[src/rtl/bcd_updown_timer.sv]
// bcd_updown_timer: three-digit BCD (tens.ones.tenths) up/down timer with
// preset load, pause, terminal alarm and 7-segment drive for ones/tenths.
// Keys are active-low and go through a 2-FF synchroniser plus a falling-edge
// detector, so a press acts on the 3rd rising edge after the key falls.
// Optional feature macro: TIMER_BLINK_EN (blinking alarm LED in DONE).
module bcd_updown_timer #(
   parameter int unsigned TICK_DIV = 5_000_000,
   parameter int unsigned LIMIT    = 59,
   parameter bit          WRAP     = 1'b0
) (
   input  logic       clk_50M,
   input  logic       rst,
   input  logic       en,
   input  logic       key0,
   input  logic       key1,
   input  logic       key2,
   input  logic       pause,
   input  logic [3:0] ten,
   input  logic [3:0] one,
   output logic [3:0] tens,
   output logic [3:0] ones,
   output logic [3:0] tenths,
   output logic [6:0] out_ge,
   output logic [6:0] out_xiao,
   output logic       point,
   output logic       led
);

   localparam int unsigned    PW        = $clog2(TICK_DIV);
   localparam logic [PW-1:0]  PRESC_MAX = PW'(TICK_DIV - 1);
   localparam logic [3:0]     LIM_T     = 4'(LIMIT / 10);
   localparam logic [3:0]     LIM_O     = 4'(LIMIT % 10);

   typedef enum logic [1:0] {IDLE, UP, DOWN, DONE} state_t;

   // active-low 7-segment, bit order {g,f,e,d,c,b,a}
   function automatic logic [6:0] seg7(input logic [3:0] d);
      case (d)
         4'd0:    seg7 = 7'b1000000;
         4'd1:    seg7 = 7'b1111001;
         4'd2:    seg7 = 7'b0100100;
         4'd3:    seg7 = 7'b0110000;
         4'd4:    seg7 = 7'b0011001;
         4'd5:    seg7 = 7'b0010010;
         4'd6:    seg7 = 7'b0000010;
         4'd7:    seg7 = 7'b1111000;
         4'd8:    seg7 = 7'b0000000;
         4'd9:    seg7 = 7'b0010000;
         default: seg7 = 7'b1111111;
      endcase
   endfunction

   // key synchroniser / edge detector, bit order {key2,key1,key0}
   logic [2:0] ks1_q, ks2_q, ks3_q;
   logic [2:0] press;

   state_t        state_q, state_d;
   logic [3:0]    tens_q, tens_d, ones_q, ones_d, tenths_q, tenths_d;
   logic [PW-1:0] presc_q, presc_d;
   logic [2:0]    hb_q, hb_d;          // ticks since last heartbeat toggle
   logic          point_q, point_d, led_q, led_d;
   logic [6:0]    ge_q, xiao_q;

   logic [3:0]    ten_c, one_c, pre_t, pre_o;
   logic [3:0]    inc_t, inc_o, inc_th, dec_t, dec_o, dec_th;
   logic          at_zero, at_lim, inc_lim, dec_zero, run, tick;

   // synchronisers free-run (also while en=0) so stale presses are dropped
   always_ff @(posedge clk_50M) begin
      if (rst) begin
         ks1_q <= 3'b111;
         ks2_q <= 3'b111;
         ks3_q <= 3'b111;
      end else begin
         ks1_q <= {key2, key1, key0};
         ks2_q <= ks1_q;
         ks3_q <= ks2_q;
      end
   end

   assign press = ks3_q & ~ks2_q;

   // next-state: key actions (key2 > key1 > key0) take precedence over ticks
   always_comb begin
      state_d  = state_q;
      tens_d   = tens_q;
      ones_d   = ones_q;
      tenths_d = tenths_q;
      presc_d  = presc_q;
      hb_d     = hb_q;
      point_d  = point_q;
      // outside DONE the LED is only ever a one-cycle wrap pulse
      led_d    = (state_q == DONE) ? led_q : 1'b0;
      tick     = 1'b0;

      // preset clamp: digits to 9, then whole value to LIMIT (BCD order = numeric order)
      ten_c = (ten > 4'd9) ? 4'd9 : ten;
      one_c = (one > 4'd9) ? 4'd9 : one;
      if ({ten_c, one_c} > {LIM_T, LIM_O}) begin
         pre_t = LIM_T;
         pre_o = LIM_O;
      end else begin
         pre_t = ten_c;
         pre_o = one_c;
      end

      at_zero = (tens_q == 4'd0) && (ones_q == 4'd0) && (tenths_q == 4'd0);
      at_lim  = (tens_q == LIM_T) && (ones_q == LIM_O) && (tenths_q == 4'd0);

      // BCD increment; tens cannot pass 9 because LIMIT <= 99
      inc_t  = tens_q;
      inc_o  = ones_q;
      inc_th = tenths_q + 4'd1;
      if (tenths_q == 4'd9) begin
         inc_th = 4'd0;
         if (ones_q == 4'd9) begin
            inc_o = 4'd0;
            inc_t = tens_q + 4'd1;
         end else begin
            inc_o = ones_q + 4'd1;
         end
      end
      inc_lim = (inc_t == LIM_T) && (inc_o == LIM_O) && (inc_th == 4'd0);

      // BCD decrement; never applied at 00.0
      dec_t  = tens_q;
      dec_o  = ones_q;
      dec_th = tenths_q - 4'd1;
      if (tenths_q == 4'd0) begin
         dec_th = 4'd9;
         if (ones_q == 4'd0) begin
            dec_o = 4'd9;
            dec_t = tens_q - 4'd1;
         end else begin
            dec_o = ones_q - 4'd1;
         end
      end
      dec_zero = (dec_t == 4'd0) && (dec_o == 4'd0) && (dec_th == 4'd0);

`ifdef TIMER_BLINK_EN
      run = en && (((state_q == UP || state_q == DOWN) && !pause) || state_q == DONE);
`else
      run = en && !pause && (state_q == UP || state_q == DOWN);
`endif

      if (run) begin
         if (presc_q == PRESC_MAX) begin
            presc_d = '0;
            tick    = 1'b1;
         end else begin
            presc_d = presc_q + PW'(1);
         end
      end

      if (en && press[2]) begin
         state_d  = IDLE;
         tens_d   = pre_t;
         ones_d   = pre_o;
         tenths_d = 4'd0;
         presc_d  = '0;
         hb_d     = 3'd0;
         point_d  = 1'b0;
         led_d    = 1'b0;
      end else if (en && press[1]) begin
         state_d = DOWN;
         presc_d = '0;
         hb_d    = 3'd0;
         point_d = 1'b0;
         led_d   = 1'b0;
         if (at_zero) begin
            tens_d   = pre_t;
            ones_d   = pre_o;
            tenths_d = 4'd0;
            if ({pre_t, pre_o} == 8'h00) state_d = IDLE;
         end
      end else if (en && press[0]) begin
         state_d = UP;
         presc_d = '0;
         hb_d    = 3'd0;
         point_d = 1'b0;
         led_d   = 1'b0;
         if (at_lim) begin
            tens_d   = 4'd0;
            ones_d   = 4'd0;
            tenths_d = 4'd0;
         end
      end else if (tick) begin
         if (state_q == UP || state_q == DOWN) begin
            if (hb_q == 3'd4) begin
               hb_d    = 3'd0;
               point_d = ~point_q;
            end else begin
               hb_d = hb_q + 3'd1;
            end
         end
         case (state_q)
            UP: begin
               if (at_lim) begin
                  // only reachable with WRAP=1: terminal was held one tick
                  tens_d   = 4'd0;
                  ones_d   = 4'd0;
                  tenths_d = 4'd0;
                  led_d    = 1'b1;
               end else begin
                  tens_d   = inc_t;
                  ones_d   = inc_o;
                  tenths_d = inc_th;
                  if (inc_lim && !WRAP) begin
                     state_d = DONE;
                     hb_d    = 3'd0;
                     point_d = 1'b0;
                     led_d   = 1'b1;
                  end
               end
            end
            DOWN: begin
               if (at_zero) begin
                  tens_d   = LIM_T;
                  ones_d   = LIM_O;
                  tenths_d = 4'd0;
                  led_d    = 1'b1;
               end else begin
                  tens_d   = dec_t;
                  ones_d   = dec_o;
                  tenths_d = dec_th;
                  if (dec_zero && !WRAP) begin
                     state_d = DONE;
                     hb_d    = 3'd0;
                     point_d = 1'b0;
                     led_d   = 1'b1;
                  end
               end
            end
`ifdef TIMER_BLINK_EN
            DONE: begin
               if (hb_q == 3'd4) begin
                  hb_d  = 3'd0;
                  led_d = ~led_q;
               end else begin
                  hb_d = hb_q + 3'd1;
               end
            end
`endif
            default: ;
         endcase
      end
   end

   // state, count and registered display outputs
   always_ff @(posedge clk_50M) begin
      if (rst) begin
         state_q  <= IDLE;
         tens_q   <= 4'd0;
         ones_q   <= 4'd0;
         tenths_q <= 4'd0;
         presc_q  <= '0;
         hb_q     <= 3'd0;
         point_q  <= 1'b0;
         led_q    <= 1'b0;
         ge_q     <= 7'b1000000;
         xiao_q   <= 7'b1000000;
      end else begin
         state_q  <= state_d;
         tens_q   <= tens_d;
         ones_q   <= ones_d;
         tenths_q <= tenths_d;
         presc_q  <= presc_d;
         hb_q     <= hb_d;
         point_q  <= point_d;
         led_q    <= led_d;
         ge_q     <= seg7(ones_d);
         xiao_q   <= seg7(tenths_d);
      end
   end

   assign tens     = tens_q;
   assign ones     = ones_q;
   assign tenths   = tenths_q;
   assign out_ge   = ge_q;
   assign out_xiao = xiao_q;
   assign point    = point_q;
   assign led      = led_q;

endmodule

[config.mk]
export PLATFORM = sky130hd
export DESIGN_NAME = bcd_updown_timer
export DESIGN_NICKNAME = d
export VERILOG_FILES = /design/src/rtl/bcd_updown_timer.sv
export SDC_FILE = /design/constraint.sdc
export NUM_CORES = 1
export LEC_CHECK = 0
export ABC_AREA = 0
export ABC_CLOCK_PERIOD_IN_PS = 4300
export CAP_MARGIN = 15
export CORE_MARGIN = 2
export CORE_UTILIZATION = 41
export DETAILED_ROUTE_END_ITERATION = 12
export GPL_TIMING_DRIVEN = 0
export SLEW_MARGIN = 20
export SYNTH_ARGS = -nofsm -noshare
export SYNTH_HDL_FRONTEND = slang
export SYNTH_SLANG_ARGS = --single-unit
[constraint.sdc]
create_clock -name clk_50M -period 4.3 [get_ports clk_50M]
set_clock_uncertainty 0.05 [all_clocks]
set_input_delay 1.075 -clock clk_50M [delete_from_list [all_inputs] [get_ports clk_50M]]
set_output_delay 1.075 -clock clk_50M [all_outputs]
set_load 0.05 [all_outputs]
# Yosys cells after proc, flatten, opt, wreduce, memory -nomap -nowiden
# Memories as Yosys holds them, arrays and structs flattened. A register that Yosys moved wholly into a read port is not among the register bits.
# Index checks and enable logic that the tools add are counted.
# Widths: inputs -> output; s select.
[totals]
register_bits = 51
latchBits = 0
ramBits = 0
rom_bits = 224
output_inout_bits = 28
n_memories = 2
[classes]
addsub = 8
n_mul = 0
div_mod_pow = 0
n_lt_le_gt_ge = 3
eq_ne = 16
n_shift = 0
muxes = 75
bitwise_logic = 3
reduce_logical = 31
[memory_table]
columns = ["name", "depth", "word_bits", "rd", "rd_ports_with_merged_regs", "wr", "line", "text"]
rows = [
  ["(name not given)", 16, 7, 1, 1, 0, "38", "case (d)"],
  ["(name not given)", 16, 7, 1, 1, 0, "38", ""],
]
[op_table]
columns = ["operator", "n"]
rows = [
  ["$mux 4", 38],
  ["$logic_not 4->1", 7],
  ["$pmux 4 s2", 3],
  ["$add 23x1->23 const B", 1],
  ["$eq 23x23->1 const B", 1],
  ["$mux 23", 1],
  ["$mux 2", 9],
  ["$mux 3", 6],
  ["$ne 4x2->1 const B", 4],
  ["$mux 1", 14],
  ["$logic_and 1x1->1", 13],
  ["$add 4x1->4 const B", 3],
  ["$eq 4x4->1 const B", 3],
  ["$sub 4x1->4 const B", 3],
  ["$eq 4x3->1 const B", 2],
  ["$gt 4x4->1 const B", 2],
  ["$gt 8x7->1 const B", 1],
  ["$logic_not 8->1", 1],
  ["$reduce_bool 4->1", 2],
  ["$pmux 3 s2", 1],
  ["$reduce_and 6->1", 1],
  ["$reduce_bool 5->1", 1],
  ["$eq 2x2->1 const B", 2],
  ["$ne 4x4->1 const B", 1],
  ["15 further kinds", 16],
]

# Depth between registers and ports, before layout
# Gate-level depths: netlist of run 1.
[depth]
ltp_word = 12
ltp_mapped = 13

# Least setup slack after synthesis of run 1
# No wires, ideal clock.
[synth_path]
path_kind = "input to register"
start = "input en"
end = "register xiao_q[4], in the netlist out_xiao[4]"
setup_ns = 0.095
t_arrival_ns = 3.175
required_time_ns = 4.155
path_slack_ns = 0.980
path_stages = 10
path_cell_list = "buf_2 and3b_1 clkbuf_1 nor2_2 nand3_1 a2111oi_0 a31oi_1 ha_1 mux2_2 a221oi_1"
[synth_via]
elab_chain_len = 7
word_cells_on_any_way = 10
cone_classes = "5 x mux; 5 x reduce/logical"
[synth_rtl]
columns = ["element", "line", "text"]
rows = [
  ["start: declaration", "13", "input logic en,"],
  ["$logic_and 1x1->1 (2 in series)", "143", "run = en && !pause && (state_q == UP || state_q == DOWN);"],
  ["$mux 1", "146", "if (run) begin"],
  ["$mux 4", "187", "end else if (tick) begin"],
  ["$mux 4", "176", "end else if (en && press[0]) begin"],
  ["$mux 4", "164", "end else if (en && press[1]) begin"],
  ["$mux 4 (*)", "155", "if (en && press[2]) begin"],
  ["end: declaration", "62", "logic [6:0] ge_q, xiao_q;"],
]
# Every way passes the cells marked *; elsewhere a longest branch is shown, timed or not.
# A chain may end at the register's enable or synchronous reset.

# Worst setup path after layout of run 1
# Ends and elaborated chain as after synthesis.

==> results of run 1 <==
## cell type report
class | instances | area share (%)
well taps | 133 | 3.440
multi-input cells | 390 | 52.90
clock inverters | 5 | 0.6208
flip-flops and latches | 65 | 26.90
plain buffers | 29 | 2.768
repair buffers | 42 | 8.691
clock buffers | 11 | 3.130
inverters | 20 | 1.552
## cell usage in the layout (no fill, tap or decap), drive strengths merged, types with 6 or more instances in the layout
cell,Yosys,routed
dfxtp,65,65
nor2,64,64
clkdlybuf4s50,0,42
nand2,39,39
clkbuf,23,34
a21oi,30,30
nand3,23,23
ha,20,20
inv,20,20
o21ai,17,17
xor2,13,13
nor3,10,10
a31oi,10,10
nor4,10,10
mux2i,9,9
nor2b,9,9
and3,9,9
or2,9,9
xnor2,9,9
nand4,7,7
and2,6,6
a21o,6,6
buf,6,6
## cell usage after synthesis (5+ instances only)
cell,count
and3_1,9
nor4b_1,5
clkbuf_1,23
nor4_1,7
xnor2_1,9
a31oi_1,10
a21oi_1,28
mux2i_1,9
nor2_1,63
nor2b_1,9
a21o_1,6
nand2b_1,5
inv_1,19
xor2_1,13
or2_2,9
dfxtp_1,65
o21ai_0,14
ha_1,20
nand3_1,22
nor3_1,10
nand2_1,39
and2_1,6
nand4_1,7
## worst paths after layout
path | to | startpoint | cells after the start
setup / recovery | out_xiao[4]$_SDFF_PP0_ | en | 11
hold / removal | ks2_q[1]$_SDFF_PP1_ | ks1_q[1]$_SDFF_PP1_ | 1
setup reg to reg | out_xiao[6]$_SDFF_PP1_ | tens[0]$_SDFFE_PP0P_ | 11
hold reg to reg | ks2_q[1]$_SDFF_PP1_ | ks1_q[1]$_SDFF_PP1_ | 1
## stage by stage
stage | area [µm²] | worst slack (ns) | power [W]
finish | 4837 | 0.2808 | 0.001299
global route | 4837 | 0.07633 | 0.001350
CTS | 4837 | 0.3513 | 0.001305
detailed placement | 4656 | 0.01806 | 0.0008176
global placement | 4656 | 0.01531 | 0.0008161
floorplan | 4069 | 0.9799 | 0.0007566
## registers in the layout, summed over array words and instances (netlist names)
signal / flops
point: 1
presc_q: 23
hb_q: 3
ones: 4
ks2_q: 3
tenths: 4
tens: 4
out_ge: 7
state_q: 2
ks1_q: 3
ks3_q: 3
led: 1
out_xiao: 7
## layer usage
layer	share of wire (%)	vias up
li1	-	1918
met1	51	1808
met2	43	102
met3	4.5	10
met4	1.2	0
met5	0	-
## cells by family after synthesis
logic type	Yosys count	synth area share [%]
buf+inv	49	5.135
simple gates	223	29.86
flops	65	31.98
mux	12	3.044
fa+ha+maj	20	6.150
xor+xnor	22	4.736
compound gates	113	19.10
## power by group through the flow
stage                     clock (W)  sequential (W)  combinational, W
after floorplan                   0        0.000660         0.0000968
after global placement            0        0.000633          0.000183
after detailed placement          0        0.000634          0.000184
after CTS                  0.000501        0.000620          0.000185
after global routing       0.000527        0.000621          0.000202
final                      0.000494        0.000620          0.000186
==> results by group, run 1 <==
STA
  • Slew margin rel.: between 50% and 60%
  • Worst-Margin Slew: roughly 0.68 ns
  • Final setup vio count: 0
  • Hold_ws: around 0.36 ns
  • Final Cycle Share: between 90% and 100%
  • Setup_tns: 0 ns
  • Fin. max-slew vios: 0
  • Unrepaired setup endpoints after global routing: no
  • Tmin final: 4.019 ns
  • Fmax: 0.2488 GHz
  • Final hold viol count: 0

Setup path
  • Startpoint types: input pin
  • WP buf/inv: 3
  • CP Class: in2reg
  • Crit path cell chain: clkdlybuf4s50_1 > buf_2 > and3b_1 > clkbuf_1 > nor2_2 > nand3_1 > a2111oi_0 > a31oi_1 > ha_1 > mux2_2 > a221oi_1
  • Critical Path AT: around 4.2 ns
  • Crit-path slowest cell: a2111oi_0
  • Largest delay share family, worst path: compound AO/OA/AOI/OAI gates
  • Worst-path maximum fanout: 10
  • Worst path required time: 4.48 ns
  • Setup crit end kind: flip-flop
  • Slowest stage delay, CP: 0.47 ns
  • Reg2Reg Setup Slack: a little under 0.7 ns

Outcome
  • Status: finished clean

GRT
  • Met3 Use GR: 4.657%
  • Total GRT Usage: about a fifth
  • Initial antenna violation count: 0
  • Most Crowded Layer GR: met2
  • First-pass GRT wire length: 17.82 mm
  • Total gr overflow: 0
  • Largest net degree at the start of global routing: 12
  • Vias in the first global route: approximately 3.5k
  • Grt met2 use: 31.41%
  • Met1 usage: 28.95%

Synth
  • Synth top area share: 31.98%
  • Mapped cell area: 0.004069 mm²
  • Syn avg cell area: ~8 µm²
  • Post-Syn Nets: between 500 and 600
  • Asr flop ratio synth: 0%
  • Syn. warnings: 0
  • Largest area contributor in the netlist: dfxtp_1
  • Post-synth EDFFs: 0
  • Synth Flop Type: dfxtp_1
  • Seq cells post-synth: between 60 and 70
  • Ranking of synthesized cells by area: dfxtp_1 32%, ha_1 6.2%, nor2_1 5.8%, nand2_1 3.6%, a21oi_1 3.4%
  • Synthesized instance count: 504
  • Synth cell types: 76
  • Seq/Total Area, Yosys: about a third

Power and ir drop
  • Switching Fraction: 29.11%
  • Switching Power: between 0.0003 and 0.0004 W
  • Internal: between 0.0009 and 0.001 W
  • Max VDD drop: 260.4 µV
  • Clock power share: 38.0%
  • Power Density: 268.5 mW/mm²
  • Combinational fraction of design power: 14.3%
  • Seq pwr share: between 40 and 50%
  • Pleak: ~1.8 nW

Finish
  • Share of layout cells above drive strength 1: about a tenth
  • Area Overhead vs Synth: 18.88%
  • Core Util, Final: between 40% and 50%
  • Non-filler instance count after layout: approximately 700
  • Layout fillers: 973
  • Multi-input gate area: about 0.0026 mm²
  • Layout Nets: a little under 600
  • FF+latch area: between 0.001 and 0.0015 mm²
  • Inserted Diodes: 0

Placed design
  • Number of port buffers: 42
  • Cells after DPL: 679
  • HPWL Detailed: 7.887 mm
  • GP Congestion: roughly 0.89

Die
  • Chip width: 103.6 µm
  • Io pins: 43
  • Row count: 36
  • Die ar.: 0.01074 mm²
  • Core area: slightly below 0.01 mm²
  • Initial Util: 42.02%
  • DIE HEIGHT: between 100 and 150 µm

Drt
  • Drt via density: between 5 and 6
  • 1st-iter DRT viols: 285
  • Via count: around 3.8k
  • Residual DRC: 0
  • WL per Instance: about 15 µm
  • Detailed Route WL: around 11 mm
  • Pre-antenna DRT Iters: 5
  • Antenna-violating nets left: 0

Clock tree
  • Sink Count: 65
  • H-tree depth: 3
  • Hold buffer count at cts: 0
  • Clock transition at the registers of the reported paths: ~0.07 ns
  • Root Driver: clkbuf_8
  • CTS tree: built
  • Worst-case clock buffer depth: 2
  • Post-cts resize count: 0
  • Setup repair bufs after CTS: 0
  • CTS Buf Count: 9
  • Clk_lat worst skew: about 0.35 ns

Flow run
  • MaxCap Viol Count: 0

Hold path
  • Hold Crit Class: reg2reg
Power figures use the tool's default switching activity.
==> run 2: changes to the inputs <==
--- a/config.mk
+++ b/config.mk
@@ -10,6 +10,7 @@
 export CAP_MARGIN = 15
 export CORE_MARGIN = 2
 export CORE_UTILIZATION = 41
+export CTS_BUF_LIST = sky130_fd_sc_hd__clkbuf_16
 export DETAILED_ROUTE_END_ITERATION = 12
 export GPL_TIMING_DRIVEN = 0
 export SLEW_MARGIN = 20
==> results by group, run 2 (same netlist as run 1, synthesis figures left out) <==
Outcome
  • Status: finished clean

STA
  • Unrepaired setup endpoints after global routing: no
  • Tmin final: approximately 4.0 ns
  • Fmax: between 0.2 and 0.25 GHz
  • Slew margin rel.: roughly 55%
  • Final setup vio count: 0
  • Fin. max-slew vios: 0
  • Worst-Margin Slew: 0.6661 ns
  • Final hold viol count: 0
  • Final Cycle Share: 93.35%
  • Setup_tns: 0 ns
  • Worst Slack Setup Final: 0.2861 ns

Clock tree
  • H-tree depth: 3
  • Setup repair bufs after CTS: 0
  • Post-cts resize count: 0
  • Hold buffer count at cts: 0
  • Clock transition at the registers of the reported paths: ~0.05 ns
  • Worst-case clock buffer depth: 2
  • CTS tree: built
  • Clk_lat worst skew: about 0.33 ns
  • Root Driver: clkbuf_16
  • CTS Buf Count: 9
  • Sink Count: 65

Hold path
  • Hold Crit Class: reg2reg

Finish
  • Share of layout cells above drive strength 1: just over 9%
  • Biggest register: presc_q
  • Layout Nets: between 500 and 600
  • Post-route cell area: around 0.0049 mm²
  • Most frequent cells in the layout: 65 x dfxtp_1, 63 x nor2_1, 42 x clkdlybuf4s50_1
  • Inserted Diodes: 0
  • Number of flip-flops in the largest register: 23
  • Most common cell after layout, fill and taps aside: dfxtp_1
  • Area Overhead vs Synth: 20.88%
  • Core Util, Final: between 50% and 60%

Drt
  • 1st-iter DRT viols: 281
  • Detailed Route WL: 10.78 mm
  • Via count: approximately 3.9k
  • Highest metal used: met4
  • WL per Instance: about 16 µm
  • Met3 routed WL: 494 µm
  • DR WL met2: 4.697 mm
  • M1 WL: around 5.5 mm
  • Antenna-violating nets left: 0
  • Drt via density: 5.555
  • Pre-antenna DRT Iters: 5
  • Residual DRC: 0

Die
  • Die ar.: about 0.011 mm²
  • Core area: between 0.009 and 0.01 mm²
  • Chip width: about 100 µm
  • Initial Util: between 40% and 50%
  • DIE HEIGHT: about 100 µm
  • Io pins: 43
  • Row count: 36

Placed design
  • GP Congestion: 0.8874
  • DP Area: 0.004656 mm²
  • Number of port buffers: 42
  • HPWL Detailed: around 7.9 mm
  • Place WS: ~0.018 ns

Setup path
  • CP Class: in2reg
  • Critical Path AT: roughly 4.2 ns
  • Setup crit end kind: flip-flop
  • Startpoint types: input pin
  • Worst-path maximum fanout: 10
  • Worst path required time: approximately 4.5 ns

Power and ir drop
  • Pleak: 1.857 nW
  • Power Density: about 300 mW/mm²
  • Max VDD drop: roughly 220 µV

GRT
  • Initial antenna violation count: 0
  • First-pass GRT wire length: around 18 mm
  • Total gr overflow: 0
  • Vias in the first global route: 3,543
  • Largest net degree at the start of global routing: 12
  • Total GRT Usage: between 20% and 30%

Flow run
  • MaxCap Viol Count: 0
[run 2: routing by layer]
metal  GRT usage [%]  vias to the layer above
met3           4.279                        9
met2           31.27                      101
li1                -                     1924
met1           28.92                     1827
met4           6.371                        0
met5               0                        -
[run 2: worst max-delay path, cell delays in order]
cell	delay (ns)
clkdlybuf4s50_1	0.41
buf_2	0.18
and3b_1	0.19
clkbuf_1	0.18
nor2_2	0.28
nand3_1	0.31
a2111oi_0	0.45
a31oi_1	0.23
ha_1	0.32
mux2_2	0.26
a221oi_1	0.29
[run 2: area by class of cell]
type	instances	area, µm²
fill	957	4766
multi-input combinational	390	2559
sequential	65	1301
timing repair buffer	42	420.4
clock buffer	9	225.2
tap	133	166.4
buffer	29	133.9
inverter	20	75.07
clock inverter	7	37.54
[run 2: stage by stage]
| step | hold slack [ns] | total power [W] | cells |
|---|---|---|---|
| 3_5_place_dp | 0.3480 | 0.0008176 | 679 |
| 3_3_place_gp | 0.3454 | 0.0008161 | 679 |
| 4_1_cts | 0.3604 | 0.001473 | 695 |
| 5_1_grt | 0.3718 | 0.001517 | 695 |
| 2_1_floorplan | 0.3395 | 0.0007566 | 504 |
| 6_report | 0.3595 | 0.001467 | 695 |
[run 2: final timing paths]
| kind | startpoint | endpoint | slack [ns] | cells past startpoint |
|---|---|---|---|---|
| max | en | out_xiao[4]$_SDFF_PP0_ | 0.29 | 11 |
| min | ks1_q[1]$_SDFF_PP1_ | ks2_q[1]$_SDFF_PP1_ | 0.36 | 1 |
| max reg2reg | tens[0]$_SDFFE_PP0P_ | out_xiao[6]$_SDFF_PP1_ | 0.65 | 11 |
| min reg2reg | ks1_q[1]$_SDFF_PP1_ | ks2_q[1]$_SDFF_PP1_ | 0.36 | 1 |
[run 2: power by group]
group	internal, W	switching [W]
sequential	0.000614	0.00000610
combinational	0.0000697	0.000117
clock	0.000383	0.000278
total	0.00107	0.000401
